`src/rtl/program_sequencer.sv`:
```
// Host-side program sequencer: issues stored instructions to the CPU one at
// a time, samples each result after a settle delay, and keeps a checksum.
module program_sequencer #(
  parameter int DEPTH       = 16,
  parameter int ADDR_W      = 4,
  parameter int RESULT_WAIT = 1
) (
  input  logic              clk,
  input  logic              reset,
  input  logic              prog_we,
  input  logic [ADDR_W-1:0] prog_addr,
  input  logic [7:0]        prog_wdata,
  input  logic [ADDR_W:0]   prog_len,
  input  logic              start,
  output logic [7:0]        instruction,
  input  logic [7:0]        cpu_result,
  output logic              busy,
  output logic              res_valid,
  output logic [7:0]        res_data,
  output logic [ADDR_W-1:0] res_index,
  output logic [7:0]        checksum,
  output logic              done
);

  localparam int WW = (RESULT_WAIT > 1) ? $clog2(RESULT_WAIT) : 1;
  localparam logic [ADDR_W:0] DEPTH_L = (ADDR_W+1)'(DEPTH);
  localparam logic [WW-1:0]   WAIT_L  = WW'(RESULT_WAIT - 1);

  typedef enum logic [2:0] {
    IDLE, ISSUE, WAIT, CAPTURE, FINISH
  } state_t;

  state_t            state, state_nx;
  logic [7:0]        mem [DEPTH];
  logic [ADDR_W-1:0] pc;
  logic [ADDR_W:0]   len;
  logic [WW-1:0]     wcnt;
  logic              last;

  assign last = ({1'b0, pc} == len - 1'b1);
  assign busy = (state != IDLE);
  assign done = (state == FINISH);

  always_ff @(posedge clk) begin
    if (prog_we && state == IDLE)
      mem[prog_addr] <= prog_wdata;
  end

  always_comb begin
    state_nx = state;
    unique case (state)
      IDLE:
        if (start)
          state_nx = (prog_len != '0) ? ISSUE : FINISH;
      ISSUE:   state_nx = WAIT;
      WAIT:
        if (wcnt == '0)
          state_nx = CAPTURE;
      CAPTURE: state_nx = last ? FINISH : ISSUE;
      FINISH:  state_nx = IDLE;
      default: state_nx = IDLE;
    endcase
  end

  always_ff @(posedge clk or negedge reset) begin
    if (!reset) begin
      state       <= IDLE;
      pc          <= '0;
      len         <= '0;
      wcnt        <= '0;
      instruction <= '0;
      res_valid   <= 1'b0;
      res_data    <= '0;
      res_index   <= '0;
      checksum    <= '0;
    end else begin
      state     <= state_nx;
      res_valid <= (state == CAPTURE);
      unique case (state)
        IDLE:
          if (start) begin
            checksum <= '0;
            pc       <= '0;
            // pc stays inside the memory even for oversized requests
            len      <= (prog_len > DEPTH_L) ? DEPTH_L : prog_len;
          end
        ISSUE: begin
          instruction <= mem[pc];
          wcnt        <= WAIT_L;
        end
        WAIT:
          if (wcnt != '0)
            wcnt <= wcnt - 1'b1;
        CAPTURE: begin
          res_data  <= cpu_result;
          res_index <= pc;
          checksum  <= checksum + cpu_result;
          if (!last)
            pc <= pc + 1'b1;
        end
        FINISH: instruction <= '0;
        default: ;
      endcase
    end
  end

endmodule

```
`config.mk`:
```
export PLATFORM = sky130hd
export DESIGN_NAME = program_sequencer
export DESIGN_NICKNAME = d
export VERILOG_FILES = /design/src/rtl/program_sequencer.sv
export SDC_FILE = /design/constraint.sdc
export NUM_CORES = 1
export LEC_CHECK = 0
export ABC_AREA = 1
export BUFFER_PORTS_ARGS = -buffer_cell sky130_fd_sc_hd__buf_2
export CAP_MARGIN = 15
export CORE_ASPECT_RATIO = 1.2
export CORE_UTILIZATION = 54
export DETAILED_ROUTE_END_ITERATION = 6
export PLACE_DENSITY_LB_ADDON = 0.05
export SLEW_MARGIN = 20
export SYNTH_ARGS = -nofsm -noshare
export SYNTH_HDL_FRONTEND = slang
export SYNTH_SLANG_ARGS = --single-unit
```
`constraint.sdc`:
```
create_clock -name clk -period 1.6 [get_ports clk]
set_input_delay 0.08 -clock clk [delete_from_list [all_inputs] [get_ports clk]]
set_output_delay 0.08 -clock clk [all_outputs]
set_load 0.01 [all_outputs]
```
==> impl_metrics.toml, run 1 <==
[run_status]
status = "finished with violations"
violations = "negative setup slack"

[drt]
vias = 5408
avgViaCountPerCell = 5.46
drc = 0
wl_per_cell_microns = 17.4
routed_wl_microns = 17200
postRouteAntennaNets = 0
drt_pass1_iterations = 6
dr.first_iter.drc_count = 396

[placed_design]
place_area_sq_um = 8090
dp.cells = 939
hpwlAfterDp_microns = 11400
gp_congestion = 0.814
portBuffers = 59

[final_layout]
syn_to_final_growth_pct = 22.4
final_common_cell = "nand2_1"
final_area_sq_um = 8960
layout.nets = 849
fin_cells = 990
fillers = 1020
layout-drive-gt1-share_pct = 20.8
antenna_cells_inserted = 0
final_cell_mix = "186 x nand2_1, 128 x edfxtp_1, 108 x nor2_1, 59 x buf_2, 56 x nand3_1"

[die]
start_util_pct = 55.3
coreArea_sq_um = 13200
dieArea_sq_um = 14000
die_h_microns = 130
rows = 46
boundaryPins = 60
chipWidth_microns = 108

[sta]
setup_tns_ns = -0.00343
rsz0062_at_grt = "true"
hold_viol_final = 0
period_needed_ns = 1.60
relSlewSlack_pct = 65.2
tightestPinTransition_ns = 0.522
setup_viol = 5
skew_ns = 0.00780
final.setup.worst_slack_ns = -0.000815
max_freq_mhz = 625
final_max_slew_viol_count = 0
post-route-period-util_pct = 100

[yosys]
ys_seq_area_share_pct = 66.5
yosysWarnings = 0
synth.ff_latch_count = 169
yosysUniqueCellTypes = 31
syn_nets = 754
synthesis.area_sq_um = 7320
avgSynthCellArea_sq_um = 10.2
synth_cells = 715

[grt]
grt_start_max_net_pins = 45
overflow = 0
grt_pass1_wl_microns = 26200
antenna_found_initial = 0
grt_usage_pct = 25.6
first_global_vias = 5183

[critical_path]
cp_data_arrival_time_ns = 1.70
cp_data_required_time_ns = 1.70
critPathCaptureType = "register"
critPathLaunchType = "register"
crit_fanout = 8
worstSetupPathType = "register to register"
r2r_cells = 6

[hold_path]
hold_path_class = "input port to register"
whs_path_depth = 1

[cts]
cts_tree = "built"
cts-root-buf = "clkbuf_16"
cts-htree-levels = 4
clkLatencyLatePin_ns = 0.42
clock-sinks = 169
cts.path.max_buffers = 2
cts_made_buffers = 17
cts.clk_slew.worst_paths_ns = 0.06

[power]
pwr_density_cell_nw_per_um2 = 1600
p_leak_uw = 0.00368
max-vdd-ir-drop_uv = 1110

[job]
maxCapViolations = 0
## per-stage QoR
stage,power (uW),hold WS (ns),setup WS (ns),util [%]
floorplan,8530,-0.216,-0.0149,-
global placement,9940,0.175,-0.0717,61.1
detailed placement,10000,0.179,-0.114,61.1
CTS,14100,0.101,-0.0336,66.8
global route,15200,0.0980,-0.124,67.7
finish,14400,0.106,-0.000815,67.7
## metal layers
layer | track usage, % | share of wire, % | vias to the layer above
li1 | - | - | 2595
met1 | 31.6 | 40 | 2573
met2 | 44.4 | 52 | 201
met3 | 4.58 | 5.4 | 39
met4 | 10.3 | 2.6 | 0
met5 | 0 | 0 | -
## worst max-delay path, cell delays in order, from the launching register on
cell,delay [ns]
dfrtp_1,0.39
nor2_2,0.15
nand2_2,0.09
nor2_4,0.10
buf_12,0.13
nand3_4,0.15
nor2_4,0.27
## layout make-up
class / instances / area, sq um / share of cell area (%)
Sequential cell: 169 / 4870 / 54.3
Inverter: 32 / 123 / 1.37
Multi-Input combinational cell: 484 / 2420 / 27.0
Clock inverter: 13 / 153 / 1.70
Tap cell: 168 / 210 / 2.35
Timing Repair Buffer: 106 / 761 / 8.49
Clock buffer: 18 / 429 / 4.79
## report_power, final
part,total [uW],internal [uW],switching (uW)
Sequential,5530,5230,301
Clock,4060,2440,1620
Combinational,4770,1850,2920
## cells by family after synthesis
group	count (synthesis)	synth area share (%)
buffers and inverters	62	3.90
adder cells (fa/ha/maj)	10	1.81
AND/OR/NAND/NOR	397	22.2
AO/OA/AOI/OAI	74	5.28
flip-flops	169	66.5
XOR/XNOR	3	0.359
## final timing paths
check / start / endpoint / slack (ns)
min: prog_wdata[2] / mem[6][2] / 0.11
min reg2reg: res_data[0] / res_data[0] / 0.47
max in group asynchronous: reset / pc[0] / 0.96
max reg2reg: state[0] / mem[0][4] / -0.0008
min in group asynchronous: reset / len[4] / 0.25
max: state[0] / mem[0][4] / -0.0008
## repair_timing
item,4_1_cts,5_1_grt
endpoints found under the setup margin,130,144
hold buffers,15,0
gates cloned,0,1
gates resized for setup,2,26
hold endpoints to repair,56,0
pin swaps,5,15
setup buffers,1,3
## cell usage after synthesis (all sizes together)
cell type | n | area, sq um
xor2 | 3 | 26.3
a21oi | 9 | 45.0
edfxtp | 128 | 3840
nor3 | 5 | 30.0
fa | 1 | 20.0
a22o | 2 | 17.5
nand3 | 64 | 330
clkbuf | 4 | 15.0
clkinv | 1 | 3.75
nor2 | 129 | 487
buf | 26 | 150
ha | 9 | 113
or2 | 2 | 12.5
nand3b | 1 | 7.51
o211ai | 1 | 7.51
o21ai | 58 | 290
o22ai | 3 | 18.8
dfrtp | 41 | 1030
nand4 | 6 | 37.5
o21a | 1 | 7.51
nand2 | 190 | 718
inv | 31 | 116
## flip-flops by register name (all words and copies together) (netlist names)
signal	count
instruction	8
mem	128
pc	4
state	3
len	5
res_index	4
res_valid	1
res_data	8
checksum	8
Note: power is estimated with default switching activity, not from simulation.
==> run 2, diff against run 1 <==
==> constraint.sdc (replaced) <==
create_clock -name clk -period 1.3 [get_ports clk]
set_input_delay 0.065 -clock clk [delete_from_list [all_inputs] [get_ports clk]]
set_output_delay 0.065 -clock clk [all_outputs]
set_load 0.01 [all_outputs]
==> impl_metrics.toml, run 2 (synthesis results as in run 1) <==
[die]
die_h_microns = 130
chipWidth_microns = 108
start_util_pct = 55.3
boundaryPins = 60
dieArea_sq_um = 14000
rows = 46
coreArea_sq_um = 13200

[cts]
cts.clk_slew.worst_paths_ns = 0.07
clock-sinks = 169
cts_made_buffers = 17
cts-root-buf = "clkbuf_16"
cts_tree = "built"
clkLatencyLatePin_ns = 0.43
cts.path.max_buffers = 2
cts-htree-levels = 4

[sta]
final.setup.worst_slack_ns = -0.311
period_needed_ns = 1.61
relSlewSlack_pct = 65.1
setup_viol = 152
setup_tns_ns = -40.00
rsz0062_at_grt = "true"
max_freq_mhz = 621
skew_ns = 0.00582
hold_viol_final = 0
post-route-period-util_pct = 124
final_max_slew_viol_count = 0
hold_ws_ns = 0.0188
tightestPinTransition_ns = 0.524

[final_layout]
final_cell_mix = "160 x nand2_1, 128 x edfxtp_1, 71 x nor2_1, 58 x buf_2, 38 x dfrtp_1"
largest_reg_flops = 128
fillers = 831
fin_cells = 1032
antenna_cells_inserted = 0
final_common_cell = "nand2_1"
syn_to_final_growth_pct = 39.6
final_area_sq_um = 10200
layout-drive-gt1-share_pct = 38.8
regMostFlops = "mem"
layout.nets = 891

[job]
maxCapViolations = 0

[critical_path]
worstSetupPathType = "register to register"
cp_data_arrival_time_ns = 1.72
reg2reg_from = "state[2]"
r2r_slack_ns = -0.31
crit_fanout = 8
r2r-end = "mem[10][4]"
cp_data_required_time_ns = 1.41
r2r_cells = 6
critPathCaptureType = "register"
critPathLaunchType = "register"

[drt]
avgViaCountPerCell = 5.67
drc = 0
wl_per_cell_microns = 19.7
dr.first_iter.drc_count = 429
routed_wl_microns = 20300
vias = 5856
postRouteAntennaNets = 0
drt_pass1_iterations = 5

[power]
max-vdd-ir-drop_uv = 1510
p_leak_uw = 0.00411
pwr_density_cell_nw_per_um2 = 2000
p_total_uw = 20500

[grt]
first_global_vias = 5526
overflow = 0
antenna_found_initial = 0
grt_pass1_wl_microns = 29300
grt_start_max_net_pins = 42
grt_usage_pct = 29.3

[hold_path]
worstHoldStart = "cpu_result[0]"
whs_path_depth = 3
holdPathEnd = "checksum[0]"
hold_path_class = "input port to register"

[placed_design]
gp_congestion = 0.926
place_area_sq_um = 8420
portBuffers = 59
hpwlAfterDp_microns = 11900
dp.cells = 957

[run_status]
violations = "negative setup slack"
status = "finished with violations"
==> run 2: repair_timing <==
item	4_1_cts	5_1_grt
gates cloned	8	4
resized for setup	119	89
setup endpoints to repair	157	158
hold buffers	15	0
setup buffers	13	8
pin swaps	60	81
endpoints found under the hold margin	56	0
==> run 2: how the worst max path moves through the flow <==
stage / start / endpoint / cells past startpoint
after global routing: pc[0] / instruction[3] / 10
after CTS: state[0] / mem[0][4] / 6
after global placement: state[2] / mem[10][2] / 6
after detailed placement: state[2] / mem[10][1] / 6
final: state[2] / mem[10][4] / 6
after floorplan: state[2] / mem[10][0] / 5
==> run 2: stage by stage <==
step                      utilization [%]  worst slack (ns)
after global placement               63.6            -0.317
after CTS                            74.1            -0.318
final                                77.2            -0.311
after detailed placement             63.6            -0.330
after floorplan                         -            -0.315
after global routing                 77.2            -0.399
==> run 2: routing by layer <==
metal | vias up | part of all wire (%) | track usage (%)
li1 | 2716 | - | -
met1 | 2855 | 38 | 34.6
met3 | 52 | 5.8 | 5.63
met5 | - | 0 | 0
met2 | 233 | 53 | 52.5
met4 | 0 | 2.8 | 11.4
==> run 2: worst max-delay path: stages (launching register included) <==
cell and delay, ns:
dfrtp_1 0.39, nor2_2 0.14, nand2_2 0.08, nor2_4 0.11, buf_12 0.13, nand3_4 0.17, nor2_4 0.27
==> run 2: layout make-up <==
class | count | area, sq um | area share, %
well taps | 168 | 210 | 2.06
inverters | 32 | 140 | 1.37
clock inverters | 14 | 159 | 1.55
flip-flops and latches | 169 | 4870 | 47.7
clock buffers | 17 | 425 | 4.16
multi-input cells | 484 | 2980 | 29.1
repair buffers | 148 | 1440 | 14.0
==> run 2: power by group <==
part / total (uW) / internal [uW] / switching [uW] / leakage, uW
combinational: 8540 / 3870 / 4670 / 0.00216
clock: 5090 / 2870 / 2210 / 0.000288
sequential: 6850 / 6440 / 410 / 0.00167
==> run 3, diff against run 2 <==
--- a/config.mk
+++ b/config.mk
@@ -11,7 +11,8 @@
 export CORE_ASPECT_RATIO = 1.2
 export CORE_UTILIZATION = 54
 export DETAILED_ROUTE_END_ITERATION = 6
-export PLACE_DENSITY_LB_ADDON = 0.05
+export PLACE_DENSITY = 0.76
+export SKIP_CTS_REPAIR_TIMING = 1
 export SLEW_MARGIN = 20
 export SYNTH_ARGS = -nofsm -noshare
 export SYNTH_HDL_FRONTEND = slang
==> impl_metrics.toml, run 3 (synthesis results as in run 1) <==
[placed_design]
hpwlAfterDp_microns = 11900
gp_congestion = 0.899
place_area_sq_um = 8400
dp.cells = 957
portBuffers = 59

[hold_path]
whs_path_depth = 3
hold_path_class = "input port to register"
holdPathEnd = "checksum[0]"
worstHoldStart = "cpu_result[0]"

[final_layout]
final_common_cell = "nand2_1"
multi_input_area_sq_um = 2800
fillers = 824
largest_reg_flops = 128
layout-drive-gt1-share_pct = 32.3
final-seq-area_sq_um = 4870
final_area_sq_um = 9750
fin_cells = 1023
final_cell_mix = "173 x nand2_1, 128 x edfxtp_1, 81 x nor2_1, 59 x buf_2, 47 x nand3_1"
antenna_cells_inserted = 0
regMostFlops = "mem"
syn_to_final_growth_pct = 33.2
layout.nets = 881

[sta]
max_freq_mhz = 579
setup_tns_ns = -54.65
skew_ns = 0.00737
rsz0062_at_grt = "true"
relSlewSlack_pct = 67.1
final_max_slew_viol_count = 0
final.setup.worst_slack_ns = -0.428
period_needed_ns = 1.73
tightestPinTransition_ns = 0.492
setup_viol = 156
hold_ws_ns = 0.0184
hold_viol_final = 0
post-route-period-util_pct = 133

[power]
p_int_uw = 12600
p_total_uw = 19600
switching_share_pct = 35.5
pwr_density_cell_nw_per_um2 = 2010
max-vdd-ir-drop_uv = 1370
clkPwrFrac_pct = 24.9
p_seq_share_pct = 35.0
pwr-share-comb_pct = 40.2
p_leak_uw = 0.00395
p_sw_uw = 6950

[critical_path]
r2r_cells = 5
r2r_slack_ns = -0.43
crit_fanout = 8
cpPeakStageDelay_ns = 0.39
cp_cell_sequence = "nor2_2, nand2_2, nor2_4, nand3_4, nor2_4"
worstSetupPathType = "register to register"
critPathLaunchType = "register"
crit_family = "simple AND/OR/NAND/NOR gates"
critPathCaptureType = "register"
cp_data_required_time_ns = 1.41
path_buf_inv = 0
cp_data_arrival_time_ns = 1.84
worst_path_most_repeated_cell = "nor2_4"
reg2reg_from = "state[0]"
crit_slowest_cell = "dfrtp_1"
r2r-end = "mem[8][4]"

[drt]
drt_pass1_iterations = 6
postRouteAntennaNets = 0
routed_wl_microns = 20400
wl_per_cell_microns = 19.9
avgViaCountPerCell = 5.77
drc = 0
vias = 5904
dr.first_iter.drc_count = 667

[die]
start_util_pct = 55.3
rows = 46
boundaryPins = 60
chipWidth_microns = 108
dieArea_sq_um = 14000
coreArea_sq_um = 13200
die_h_microns = 130

[grt]
first_global_vias = 5384
antenna_found_initial = 0
grt_usage_pct = 26.7
grt_start_max_net_pins = 44
overflow = 0
grt_pass1_wl_microns = 27300

[cts]
cts_tree = "built"
cts.path.max_buffers = 2
cts_made_buffers = 17
cts-htree-levels = 4
clkLatencyLatePin_ns = 0.44
cts.clk_slew.worst_paths_ns = 0.07
cts-root-buf = "clkbuf_16"
clock-sinks = 169

[run_status]
status = "finished with violations"
violations = "negative setup slack"

[job]
maxCapViolations = 0
==> run 3: cell count changes in the layout (fill, tap and decap cells not counted), moves of 6 or more <==
cell | previous run | this run
inv_6 | 9 | 1
nand3_1 | 33 | 47
buf_6 | 14 | 8
nor2_1 | 71 | 81
nand2_2 | 26 | 13
nand3_2 | 26 | 10
nor2_4 | 37 | 31
buf_16 | 7 | 0
o21ai_0 | 9 | 18
nand2_1 | 160 | 173
o21ai_2 | 13 | 6
==> run 3: worst max path at each step <==
stage / from / endpoint / slack, ns / cells after the start
after floorplan: state[2] / mem[10][0] / -0.31 / 5
after global placement: state[2] / mem[8][7] / -0.37 / 5
after detailed placement: state[2] / mem[8][7] / -0.41 / 5
after CTS: state[2] / mem[8][4] / -0.46 / 5
after global routing: state[0] / mem[8][4] / -0.49 / 5
final: state[0] / mem[8][4] / -0.43 / 5
==> run 3: per-layer routing <==
| metal | wire, microns | part of all wire [%] | global-route usage, % |
|---|---|---|---|
| met4 | 728 | 3.6 | 11.1 |
| met2 | 10200 | 50 | 44.6 |
| met3 | 1440 | 7.1 | 5.33 |
| met1 | 8020 | 39 | 34.1 |
| met5 | 0 | 0 | 0 |
==> run 3: layout make-up <==
type / instances / area share [%]
sequential: 169 / 50.0
multi-input combinational: 484 / 28.7
timing repair buffer: 138 / 12.0
clock buffer: 20 / 4.48
tap: 168 / 2.16
inverter: 32 / 1.39
clock inverter: 12 / 1.28
==> run 3: through the flow <==
step                util [%]  setup WS, ns
detailed placement      63.5        -0.410
global route            73.7        -0.494
global placement        63.5        -0.371
finish                  73.7        -0.428
CTS                     67.7        -0.462
floorplan                  -        -0.315
==> run 3: worst reg2reg max path, stage by stage, from the launching register on <==
cell,delay (ns)
dfrtp_1,0.39
nor2_2,0.15
nand2_2,0.09
nor2_4,0.26
nand3_4,0.23
nor2_4,0.29
==> run 3: power by group through the flow <==
stage	logic (uW)	clock network (uW)	registers, uW
6_report	7860	4860	6850
5_1_grt	8480	5090	6900
4_1_cts	6310	4890	6810
3_5_place_dp	6210	0	6910
3_3_place_gp	6050	0	6880
2_1_floorplan	3630	0	7090
